<file path="src/rtl/pp_mailbox_responder.sv">
// -----------------------------------------------------------------------------
// pp_mailbox_responder
//   Fabric-side responder for the HPS parallel-port mailbox. Commands arrive on
//   a 32-bit PIO word framed by a REQ toggle bit. Each command executes against
//   a 16 x 24-bit register file. The result is returned on a 32-bit PIO word
//   whose ACK bit echoes the REQ of the completed command.
//
// Ports
//   clk_clk        in   1   system clock (same clock as the PIO exports)
//   reset_reset_n  in   1   asynchronous active-low reset
//   pp_cmd         in  32   [31] REQ, [30:28] OP, [27:24] ADDR, [23:0] WDATA
//   pp_rsp         out 32   [31] ACK, [30] ERR, [29:24] SEQ, [23:0] RDATA
//   busy           out  1   a command is latched and not yet acknowledged
//   ctrl_word      out 24   continuous copy of register 0
//   done_pulse     out  1   one-cycle pulse in the cycle pp_rsp updates
//
// Opcodes: 0 NOP, 1 WRITE, 2 READ, 3 ADD (mod 2^24), 4 CLEAR (16 cycles),
//          5-7 illegal (ERR=1, RDATA=0).
// -----------------------------------------------------------------------------
module pp_mailbox_responder #(
    parameter logic [23:0] NOP_ID = 24'hA55A01
) (
    input  logic        clk_clk,
    input  logic        reset_reset_n,
    input  logic [31:0] pp_cmd,
    output logic [31:0] pp_rsp,
    output logic        busy,
    output logic [23:0] ctrl_word,
    output logic        done_pulse
);

    typedef enum logic [1:0] {
        ST_IDLE,
        ST_EXEC,
        ST_CLEAR
    } state_t;

    localparam logic [2:0] OP_NOP   = 3'd0;
    localparam logic [2:0] OP_WRITE = 3'd1;
    localparam logic [2:0] OP_READ  = 3'd2;
    localparam logic [2:0] OP_ADD   = 3'd3;
    localparam logic [2:0] OP_CLEAR = 3'd4;

    state_t      r_state;
    state_t      w_state_next;

    logic [31:0] r_cmd_q;
    logic        r_req;
    logic [2:0]  r_op;
    logic [3:0]  r_addr;
    logic [23:0] r_wdata;
    logic [3:0]  r_clr_idx;
    logic [23:0] r_regs [16];
    logic [31:0] r_rsp;
    logic        r_done;

    logic        w_new_req;
    logic [23:0] w_rd_val;
    logic [23:0] w_sum;
    logic        w_rsp_we;
    logic        w_err;
    logic [23:0] w_rdata;
    logic        w_reg_we;
    logic [3:0]  w_reg_idx;
    logic [23:0] w_reg_wdata;
    logic [31:0] w_rsp_next;

    // A request is pending whenever the registered REQ differs from the ACK we
    // last returned; only sampled in IDLE so an in-flight command is never
    // disturbed and a stale mismatch is picked up on return to IDLE.
    assign w_new_req = (r_state == ST_IDLE) && (r_cmd_q[31] != r_rsp[31]);
    assign w_rd_val  = r_regs[r_addr];
    assign w_sum     = w_rd_val + r_wdata;   // carry out of bit 23 discarded

    // NOTE: every signal driven here gets a default first, so no path can
    // leave one unassigned and infer a latch.
    always_comb begin
        w_state_next = r_state;
        w_rsp_we     = 1'b0;
        w_err        = 1'b0;
        w_rdata      = '0;
        w_reg_we     = 1'b0;
        w_reg_idx    = r_addr;
        w_reg_wdata  = '0;

        case (r_state)
            ST_IDLE: begin
                if (w_new_req) begin
                    w_state_next = (r_cmd_q[30:28] == OP_CLEAR) ? ST_CLEAR : ST_EXEC;
                end
            end
            ST_EXEC: begin
                w_state_next = ST_IDLE;
                w_rsp_we     = 1'b1;
                case (r_op)
                    OP_NOP:   w_rdata = NOP_ID;
                    OP_WRITE: begin
                        w_reg_we    = 1'b1;
                        w_reg_wdata = r_wdata;
                        w_rdata     = r_wdata;
                    end
                    OP_READ:  w_rdata = w_rd_val;
                    OP_ADD: begin
                        w_reg_we    = 1'b1;
                        w_reg_wdata = w_sum;
                        w_rdata     = w_sum;
                    end
                    default:  w_err = 1'b1;
                endcase
            end
            ST_CLEAR: begin
                w_reg_we  = 1'b1;
                w_reg_idx = r_clr_idx;
                // Last register is zeroed in the same cycle the response lands.
                if (r_clr_idx == 4'd15) begin
                    w_rsp_we     = 1'b1;
                    w_state_next = ST_IDLE;
                end
            end
            default: w_state_next = ST_IDLE;
        endcase

        w_rsp_next = {r_req, w_err, r_rsp[29:24] + 6'd1, w_rdata};
    end

    // NOTE: sequential state uses non-blocking assignments only, so every
    // register samples pre-edge values regardless of statement order.
    always_ff @(posedge clk_clk or negedge reset_reset_n) begin
        if (!reset_reset_n) begin
            r_state   <= ST_IDLE;
            r_cmd_q   <= '0;
            r_req     <= 1'b0;
            r_op      <= '0;
            r_addr    <= '0;
            r_wdata   <= '0;
            r_clr_idx <= '0;
            r_rsp     <= '0;
            r_done    <= 1'b0;
        end else begin
            r_state <= w_state_next;
            r_cmd_q <= pp_cmd;
            r_done  <= w_rsp_we;
            if (w_new_req) begin
                r_req     <= r_cmd_q[31];
                r_op      <= r_cmd_q[30:28];
                r_addr    <= r_cmd_q[27:24];
                r_wdata   <= r_cmd_q[23:0];
                r_clr_idx <= '0;
            end else if (r_state == ST_CLEAR) begin
                r_clr_idx <= r_clr_idx + 4'd1;
            end
            if (w_rsp_we) begin
                r_rsp <= w_rsp_next;
            end
        end
    end

    // NOTE: the register file is reset because ctrl_word and READ results must
    // be zero after reset, and an aborted CLEAR must leave all entries at zero.
    always_ff @(posedge clk_clk or negedge reset_reset_n) begin
        if (!reset_reset_n) begin
            for (int i = 0; i < 16; i++) begin
                r_regs[i] <= '0;
            end
        end else if (w_reg_we) begin
            r_regs[w_reg_idx] <= w_reg_wdata;
        end
    end

    assign pp_rsp     = r_rsp;
    assign busy       = (r_state != ST_IDLE);
    assign ctrl_word  = r_regs[0];
    assign done_pulse = r_done;

endmodule
</file>
<file path="config.mk">
export PLATFORM = sky130hd
export DESIGN_NAME = pp_mailbox_responder
export DESIGN_NICKNAME = d
export VERILOG_FILES = /design/src/rtl/pp_mailbox_responder.sv
export SDC_FILE = /design/constraint.sdc
export NUM_CORES = 1
export LEC_CHECK = 0
export ABC_CLOCK_PERIOD_IN_PS = 7620
export BUFFER_PORTS_ARGS = -buffer_cell sky130_fd_sc_hd__buf_2
export CAP_MARGIN = 5
export CORE_ASPECT_RATIO = 0.5
export CORE_MARGIN = 1
export CORE_UTILIZATION = 35
export CTS_CLUSTER_SIZE = 20
export DETAILED_ROUTE_END_ITERATION = 8
export PLACE_DENSITY_LB_ADDON = 0.3
export SYNTH_ARGS = -nofsm -noshare
export SYNTH_HDL_FRONTEND = slang
export SYNTH_SLANG_ARGS = --single-unit
</file>
<file path="constraint.sdc">
create_clock -name clk_clk -period 7.62 [get_ports clk_clk]
set_input_delay 0.762 -clock clk_clk [delete_from_list [all_inputs] [get_ports clk_clk]]
set_output_delay 0.762 -clock clk_clk [all_outputs]
set_load 0.03 [all_outputs]
</file>
==> flow_summary.yaml, run 1 <==
global_routing:
  track_usage_pct: 19.2
  grt_max_degree: 175
  overflow: 0
  antenna_found_initial: 0
  grt_pass1_vias: 15700
  grt_pass1_wl_mm: 98.0
synth:
  syn_area_per_cell_sq_um: 11.1
  synth-edff-count: 0
  synth.distinct_cells: 75
  synth_area_sq_mm: 0.0228
  synth_xor_area_share_pct: 0.921
  seq_area_frac_synth_pct: 53.4
  netlist_instances: 2052
  syn_nets: 2115
  synth_simple_gate_area_share_pct: 10.3
  yosys_register_bits: 487
  synth_compound_area_share_pct: 13.9
  synthArstFlopShare_pct: 100
  synth_top_family_by_area: "multiplexers"
  yosys_most_used_dff: "dfrtp_1"
  muxShareOfSynthArea_pct: 16.0
  synth_warnings: 0
  synthAdderAreaFrac_pct: 1.62
worst_setup_path:
  cp_data_required_time_ps: 8120
  crit_chain: "buf_12, mux4_2, mux4_2, ha_1, nand4_1, nor4b_1, nor3_1, o2bb2ai_2, buf_4, nor3_1, a211oi_1"
  crit_fanout: 54
  reg2reg_depth: 11
  cpMaxStageDelayCell: "o2bb2ai_2"
  worst_setup_path_start_kind: "register"
  worstPathArrival_ps: 6330
  rrSetupSlack_ps: 1790
  reg2reg_from: "r_addr[0]"
  crit_buf_inv: 2
  cp-end-kind: "register"
  cp_top_family: "multiplexers"
  r2r_end: "r_regs[47]"
  path_class: "register to register"
  max_stage_delay_ps: 900
sta:
  finalSetupTns_ps: 0
  slew_headroom_pct: 9.63
  setup_violations: 0
  hold_viol_final: 0
  finalMaxSlewViolations: 0
  grt_setup_unrepaired: "false"
  worst_slack_ps: 1790
  worstMarginPinSlew_ps: 1350
  skew_ps: 21.4
  min_period_ps: 5830
  finalCritPeriodShare_pct: 76.5
  fmax_mhz: 171
floorplan:
  die_x_um: 363
  die_h_um: 183
  initial_core_util_pct: 35.8
  row_count: 65
  fp.coreArea_sq_mm: 0.0638
  dieArea_sq_mm: 0.0663
  ios: 92
cts:
  cts_max_level: 2
  postCtsSetupRepairBufs: 0
  hold_buffers: 0
  cts-root-buf: "clkbuf_16"
  path_clk_slew_ps: 60
  cts_buffers: 49
  cts_tree: "built"
  clk-insertion-delay-late_ps: 600
  clk_path_buf_depth: 3
  cts_sinks: 487
  cts_resized: 0
placement:
  place_ws_ps: 1700
  portBuffers: 91
  gp_congestion: 0.937
  hpwl_mm: 40.1
detailed_routing:
  drc_errors: 0
  drt-total-wl_mm: 62.6
  drt_first_pass_iters: 6
  wl_per_cell_um: 21.2
  viasPerCell: 5.38
  ant_nets: 0
  vias: 15900
  drt_iter0_markers: 1437
finish:
  area_growth_pct: 12.2
  drive_above_1_share_pct: 21.2
  fin_nets: 2107
  register_area_sq_mm: 0.0122
  final_common_cell: "dfrtp_1"
  multi_input_area_sq_mm: 0.00980
  final.fill_count: 6150
  final_cell_mix: "485 x dfrtp_1, 359 x nand2_1, 313 x o21ai_0"
hold_path:
  hold_class: "primary input to async pin"
pwr:
  peakVddDrop_mv: 0.179
  p_per_area_mw_per_mm2: 336
  p_leak_nw: 11.2
job:
  drv_cap: 0
status:
  status: "completed"
==> through the flow <==
step / power (mW) / cell area, sq um / hold WS (ps) / util, % / cells
after floorplan: 5.24 / 22800 / 426 / - / 2052
after global placement: 6.04 / 23900 / 443 / 37.4 / 2864
after detailed placement: 6.07 / 23900 / 456 / 37.4 / 2864
after CTS: 8.64 / 25600 / 184 / 40.1 / 2956
after global routing: 9.03 / 25600 / 207 / 40.1 / 2956
final: 8.59 / 25600 / 158 / 40.1 / 2959
==> layer usage <==
layer	GRT usage, %	routed length (um)	up-vias
met4	3.97	1120	0
met2	28.7	27500	399
met3	3.82	4060	78
li1	-	-	7299
met5	0	0	-
met1	28.9	29900	8144
==> kinds of logic (layout without fill, tap and decap cells) <==
| family | count (synthesis) | after routing |
|---|---|---|
| AND/OR/NAND/NOR | 576 | 576 |
| AO/OA/AOI/OAI | 534 | 534 |
| flip-flops | 487 | 487 |
| multiplexers | 206 | 206 |
| buffers and inverters | 196 | 229 |
| adder cells (fa/ha/maj) | 29 | 29 |
| XOR/XNOR | 24 | 24 |
| other | 0 | 3 |
==> where the power goes <==
part / switching (mW) / total [mW] / internal, mW
combinational: 1.69 / 2.71 / 1.02
clock: 1.08 / 2.56 / 1.48
sequential: 0.392 / 3.33 / 2.94
total: 3.16 / 8.59 / 5.44
==> cell type report <==
cell class | instances | share of cell area [%]
clock inverter | 30 | 1.44
tap | 871 | 4.26
clock buffer | 62 | 5.29
timing repair buffer | 118 | 2.76
multi-input combinational | 1369 | 38.3
antenna | 3 | 0.0293
sequential | 487 | 47.6
inverter | 19 | 0.279
==> cell usage after synthesis (12+ instances only) <==
cell	n	area, sq um
a31oi_1	21	131
mux2_2	76	856
nand2_1	373	1400
o21ai_0	313	1570
buf_4	27	203
ha_1	28	350
a21o_1	17	128
xnor2_1	15	131
buf_2	17	85.1
nand2b_1	13	81.3
inv_1	16	60.1
a21oi_1	73	365
o31ai_1	22	165
a211oi_2	12	150
nor2_1	114	428
dfrtp_1	487	12200
clkbuf_1	122	458
nand3_1	12	60.1
mux4_2	120	2700
nor3_1	29	145
==> worst max path at each step <==
stage	from	end	slack, ps	depth (start not counted)
after global routing	r_addr[0]	r_regs[306]	1410	12
final	r_addr[0]	r_regs[47]	1790	11
after CTS	r_addr[0]	r_regs[47]	1730	12
after global placement	r_addr[0]	r_regs[47]	1850	12
after floorplan	r_addr[1]	ctrl_word[22]	3160	14
after detailed placement	r_addr[0]	r_regs[47]	1700	12
==> registers in the layout, indices dropped and copies added (netlist names) <==
register and cells:
done_pulse 1, r_wdata 24, r_addr 4, r_regs 360
r_op 3, ctrl_word 24, r_cmd_q 32, pp_rsp 32
r_req 1, r_clr_idx 4, r_state 2
No activity file was read; power rests on OpenSTA's default activity.
==> run 2, diff against run 1 <==
Settings changed: ABC_CLOCK_PERIOD_IN_PS 7620 to 4750.
Clock period 7.62 ns to 4.75 ns, I/O delays scaled along.
==> run 2 against run 1 <==
  * Register-to-register slack lost 1600 ps
  * Non-clock buffer count grew 79
  * Sequential cell count is the same
  * Die area is the same
  * Clock skew grew 12 ps
  * Power grew 59%
  * Highest routed layer unchanged
  * Hold slack lost 140 ps
  * Critical path depth grew 1
  * Combinational power grew 73%
  * Via count grew 1.6%
==> flow_summary.yaml, run 2 (synthesis results as in run 1) <==
status:
  status: "completed"
finish:
  fin_cells: 3029
  drive_above_1_share_pct: 21.7
  final_common_cell: "dfrtp_1"
  fin_nets: 2185
  area_growth_pct: 14.5
  largest_reg_flops: 360
  final_cell_mix: "485 x dfrtp_1, 373 x nand2_1, 313 x o21ai_0"
  top_register: "r_regs"
sta:
  min_period_ps: 4590
  finalMaxSlewViolations: 0
  hold_viol_final: 0
  finalCritPeriodShare_pct: 96.7
  slew_headroom_pct: 26.8
  setup_violations: 0
  grt_setup_unrepaired: "false"
  fmax_mhz: 218
  skew_ps: 33.3
  worstMarginPinSlew_ps: 1090
  hold_ws_ps: 18.8
  finalSetupTns_ps: 0
worst_setup_path:
  reg2reg_depth: 12
  worst_setup_path_start_kind: "register"
  path_class: "register to register"
  worstPathArrival_ps: 5040
  cp_data_required_time_ps: 5200
  crit_fanout: 20
  cp-end-kind: "register"
floorplan:
  die_x_um: 363
  row_count: 65
  initial_core_util_pct: 35.8
  die_h_um: 183
  dieArea_sq_mm: 0.0663
  ios: 92
  fp.coreArea_sq_mm: 0.0638
detailed_routing:
  drt-total-wl_mm: 64.2
  drt_iter0_markers: 1220
  vias: 16200
  wl_per_cell_um: 21.2
  drc_errors: 0
  viasPerCell: 5.34
  drt_first_pass_iters: 5
  ant_nets: 0
pwr:
  p_per_area_mw_per_mm2: 524
  total_power_mw: 13.7
  peakVddDrop_mv: 0.254
  p_leak_nw: 11.4
cts:
  cts_max_level: 2
  cts_sinks: 487
  cts_buffers: 48
  clk_path_buf_depth: 3
  clk-insertion-delay-late_ps: 590
  cts_tree: "built"
  postCtsSetupRepairBufs: 0
  path_clk_slew_ps: 60
  cts-root-buf: "clkbuf_16"
placement:
  dpl.cell_count: 2920
  gp_congestion: 0.910
  portBuffers: 91
  hpwl_mm: 43.4
job:
  drv_cap: 0
global_routing:
  overflow: 0
  grt_pass1_wl_mm: 98.8
  track_usage_pct: 19.5
  antenna_found_initial: 0
  grt_pass1_vias: 16000
  grt_max_degree: 107
hold_path:
  hold_class: "primary input to register"
  holdPathStages: 1
run 2: path summary, 6_finish.rpt:
path                               start          end  slack, ps
setup / recovery               r_addr[0]  r_regs[118]        160
hold / removal                 pp_cmd[6]   r_cmd_q[6]         20
setup reg to reg               r_addr[0]  r_regs[118]        160
hold reg to reg              r_cmd_q[20]  r_wdata[20]        470
max in group asynchronous  reset_reset_n    r_addr[1]       3080
min in group asynchronous  reset_reset_n  r_regs[121]        520
run 2: through the flow:
step	cell area [sq um]	utilization, %	worst slack [ps]
after floorplan	22800	-	294
after global placement	24300	38.2	246
after global routing	26100	40.9	6.45
after detailed placement	24300	38.2	204
final	26100	41.0	156
after CTS	26100	40.9	170
run 2: layer usage:
metal  up-vias  part of all wire [%]  GRT usage [%]  wire [um]
met5         -                     0              0          0
met4         0                   2.2           4.61       1390
met3        87                   7.6           4.81       4850
met2       428                    43           28.6      27700
met1      8217                    47           28.9      30200
li1       7445                     -              -          -
run 2: worst max-delay path, cell delays in order, from the launching register on:
cell and delay (ps):
dfrtp_4 550, buf_12 240, mux4_2 510, mux4_2 630, fa_1 480, a21o_1 200, a221oi_2 300, o21ai_1 150
a41oi_2 450, o311a_1 280, o211ai_1 120, buf_4 220, mux2_2 280
run 2: timing repair:
item                       in CTS  in global routing
resized for setup               0                  1
hold buffers                   20                  2
setup endpoints to repair       0                 16
hold endpoints to repair      106                  2
run 2: cell type report:
| cell class | count | area [sq um] |
|---|---|---|
| Fill cell | 6134 | 37600 |
| Sequential cell | 487 | 12200 |
| Multi-Input combinational cell | 1369 | 9770 |
| Timing Repair Buffer | 197 | 1450 |
| Clock buffer | 75 | 1430 |
| Tap cell | 871 | 1090 |
| Clock inverter | 9 | 103 |
| Inverter | 19 | 71.3 |
| Antenna cell | 2 | 5.00 |
run 2: power breakdown:
part	internal, mW	leakage [nW]	total (mW)	switching (mW)
clock network	2.13	0.753	3.75	1.62
logic	1.82	4.07	4.68	2.85
registers	4.72	6.61	5.25	0.538
==> run 3, diff against run 2 <==
Settings changed: PLACE_DENSITY_LB_ADDON 0.3 to 0.1, SLEW_MARGIN set to 25.
==> run 3 against run 2 <==
  * Critical path depth is the same
  * Sequential power hardly changed
  * Hold slack improved by 450 ps
  * Register-to-register slack better by 20 ps
  * Power grew 4.8%
  * Sequential share of layout area fell by 0.82 points
  * Cell count up 0.92%
  * Wire length rose by 9.2%
  * Fmax increased by 0.48%
  * Via count is 0.52% lower
  * Sequential cell count stayed put
  * Combinational power rose by 5.8%
==> flow_summary.yaml, run 3 (synthesis results as in run 1) <==
sta:
  hold_viol_final: 0
  slew_headroom_pct: 32.6
  fmax_mhz: 219
  skew_ps: 30.6
  finalSetupTns_ps: 0
  grt_setup_unrepaired: "false"
  worstMarginPinSlew_ps: 1000
  hold_ws_ps: 470
  finalMaxSlewViolations: 0
  finalCritPeriodShare_pct: 96.2
  setup_violations: 0
  min_period_ps: 4570
global_routing:
  grt_pass1_wl_mm: 108
  antenna_found_initial: 2
  grt_pass1_vias: 16200
  grt_max_degree: 104
  track_usage_pct: 21.7
  overflow: 0
finish:
  fin_nets: 2214
  final_common_cell: "dfrtp_1"
  drive_above_1_share_pct: 22.8
  final.fill_count: 6161
  top_register: "r_regs"
  area_growth_pct: 16.5
  final_cell_mix: "485 x dfrtp_1, 373 x nand2_1, 311 x o21ai_0"
  diodes: 0
  largest_reg_flops: 360
  fin_util_pct: 41.7
cts:
  cts_max_level: 2
  path_clk_slew_ps: 70
  cts_buffers: 47
  cts-root-buf: "clkbuf_16"
  cts_sinks: 487
  clk_path_buf_depth: 3
  clk-insertion-delay-late_ps: 600
  cts_tree: "built"
worst_setup_path:
  worst_setup_path_start_kind: "register"
  crit_fanout: 22
  crit_chain: "mux4_2, mux4_2, ha_1, fa_1, a21o_1, a221oi_2, o21ai_1, a41oi_4, o311a_1, o211ai_1, buf_4, mux2_2"
  cpMaxStageDelayCell: "dfrtp_4"
  path_class: "register to register"
  cp_data_required_time_ps: 5220
  crit_top_cell: "mux4_2"
  max_stage_delay_ps: 750
  reg2reg_from: "r_addr[1]"
  cp_top_family: "compound AO/OA/AOI/OAI gates"
  startpoint: "r_addr[1]"
  cp-end-kind: "register"
  worstPathArrival_ps: 5040
  crit_buf_inv: 1
pwr:
  p_comb_share_pct: 34.6
  p_per_area_mw_per_mm2: 539
  peakVddDrop_mv: 0.215
  pwr-share-seq_pct: 36.8
  power.internal_mw: 9.05
  power.net_switching_mw: 5.29
  power_frac_clock_pct: 28.6
  switching_share_pct: 36.9
  p_leak_nw: 11.7
  total_power_mw: 14.3
detailed_routing:
  vias: 16100
  drt_first_pass_iters: 5
  drt_iter0_markers: 1209
  viasPerCell: 5.26
  drt-total-wl_mm: 70.1
  ant_nets: 0
  drc_errors: 0
  wl_per_cell_um: 22.9
placement:
  portBuffers: 91
  gp_congestion: 0.920
  hpwl_mm: 45.6
floorplan:
  dieArea_sq_mm: 0.0663
  initial_core_util_pct: 35.8
  die_x_um: 363
  row_count: 65
  die_h_um: 183
  ios: 92
  fp.coreArea_sq_mm: 0.0638
status:
  status: "completed"
hold_path:
  hold_class: "register to register"
  min-delay-start: "pp_rsp[29]"
job:
  drv_cap: 0
## run 3: cell types whose count changed in the layout (fill, tap and decap cells not counted), sizes merged
cell / previous run / this run
buf: 175 / 193
clkinvlp: 1 / 2
clkinv: 7 / 9
dlygate4sd3: 22 / 33
diode: 2 / 0
clkbuf: 75 / 66
bufinv: 1 / 6
o2bb2ai: 2 / 3
inv: 19 / 20
## run 3: per-stage QoR
stage,setup slack (ps),cells,cell area [sq um]
floorplan,294,2052,22800
global placement,43.5,2936,24500
detailed placement,-4.80,2936,24500
CTS,24.0,3054,26500
global route,17.5,3057,26600
finish,179,3057,26600
## run 3: area by class of cell
cell class | instances | area, sq um | area share [%]
Clock buffer | 66 | 1390 | 5.22
Clock inverter | 18 | 270 | 1.02
Inverter | 19 | 71.3 | 0.268
Multi-Input combinational cell | 1370 | 9830 | 37.0
Sequential cell | 487 | 12200 | 45.9
Tap cell | 871 | 1090 | 4.10
Timing Repair Buffer | 226 | 1740 | 6.53
## run 3: layer usage
metal | wire length (um) | track usage [%] | vias up
met4 | 1260 | 4.17 | 2
met1 | 34800 | 33.1 | 8165
met5 | 9 | 0 | -
met3 | 3640 | 4.00 | 81
li1 | - | - | 7527
met2 | 30300 | 32.1 | 318
## run 3: power groups by stage
stage / Clock, mW / Combinational (mW) / Sequential [mW]
4_1_cts: 4.20 / 4.91 / 5.32
3_5_place_dp: 0 / 4.81 / 5.39
2_1_floorplan: 0 / 3.14 / 5.27
3_3_place_gp: 0 / 4.80 / 5.38
5_1_grt: 4.38 / 5.36 / 5.35
6_report: 4.11 / 4.95 / 5.28
## run 3: path summary, 6_finish.rpt
kind                               end  slack [ps]  cells past startpoint
setup / recovery           r_regs[334]         180                     12
hold / removal              pp_rsp[29]         470                      1
setup reg to reg           r_regs[334]         180                     12
hold reg to reg             pp_rsp[29]         470                      1
max in group asynchronous    r_addr[0]        3060                      3
min in group asynchronous   r_regs[27]         540                      2
## run 3: worst reg2reg max path: stages (launching register included)
cell	delay [ps]
dfrtp_4	750
mux4_2	410
mux4_2	560
ha_1	260
fa_1	420
a21o_1	200
a221oi_2	410
o21ai_1	230
a41oi_4	350
o311a_1	270
o211ai_1	110
buf_4	200
mux2_2	280
## run 3: what timing repair did
item,in CTS,in global routing
endpoints found under the hold margin,130,0
pin swaps,1,0
resized for setup,4,2
endpoints found under the setup margin,14,175
hold buffers,33,0
gates cloned,1,0
setup buffers,0,3
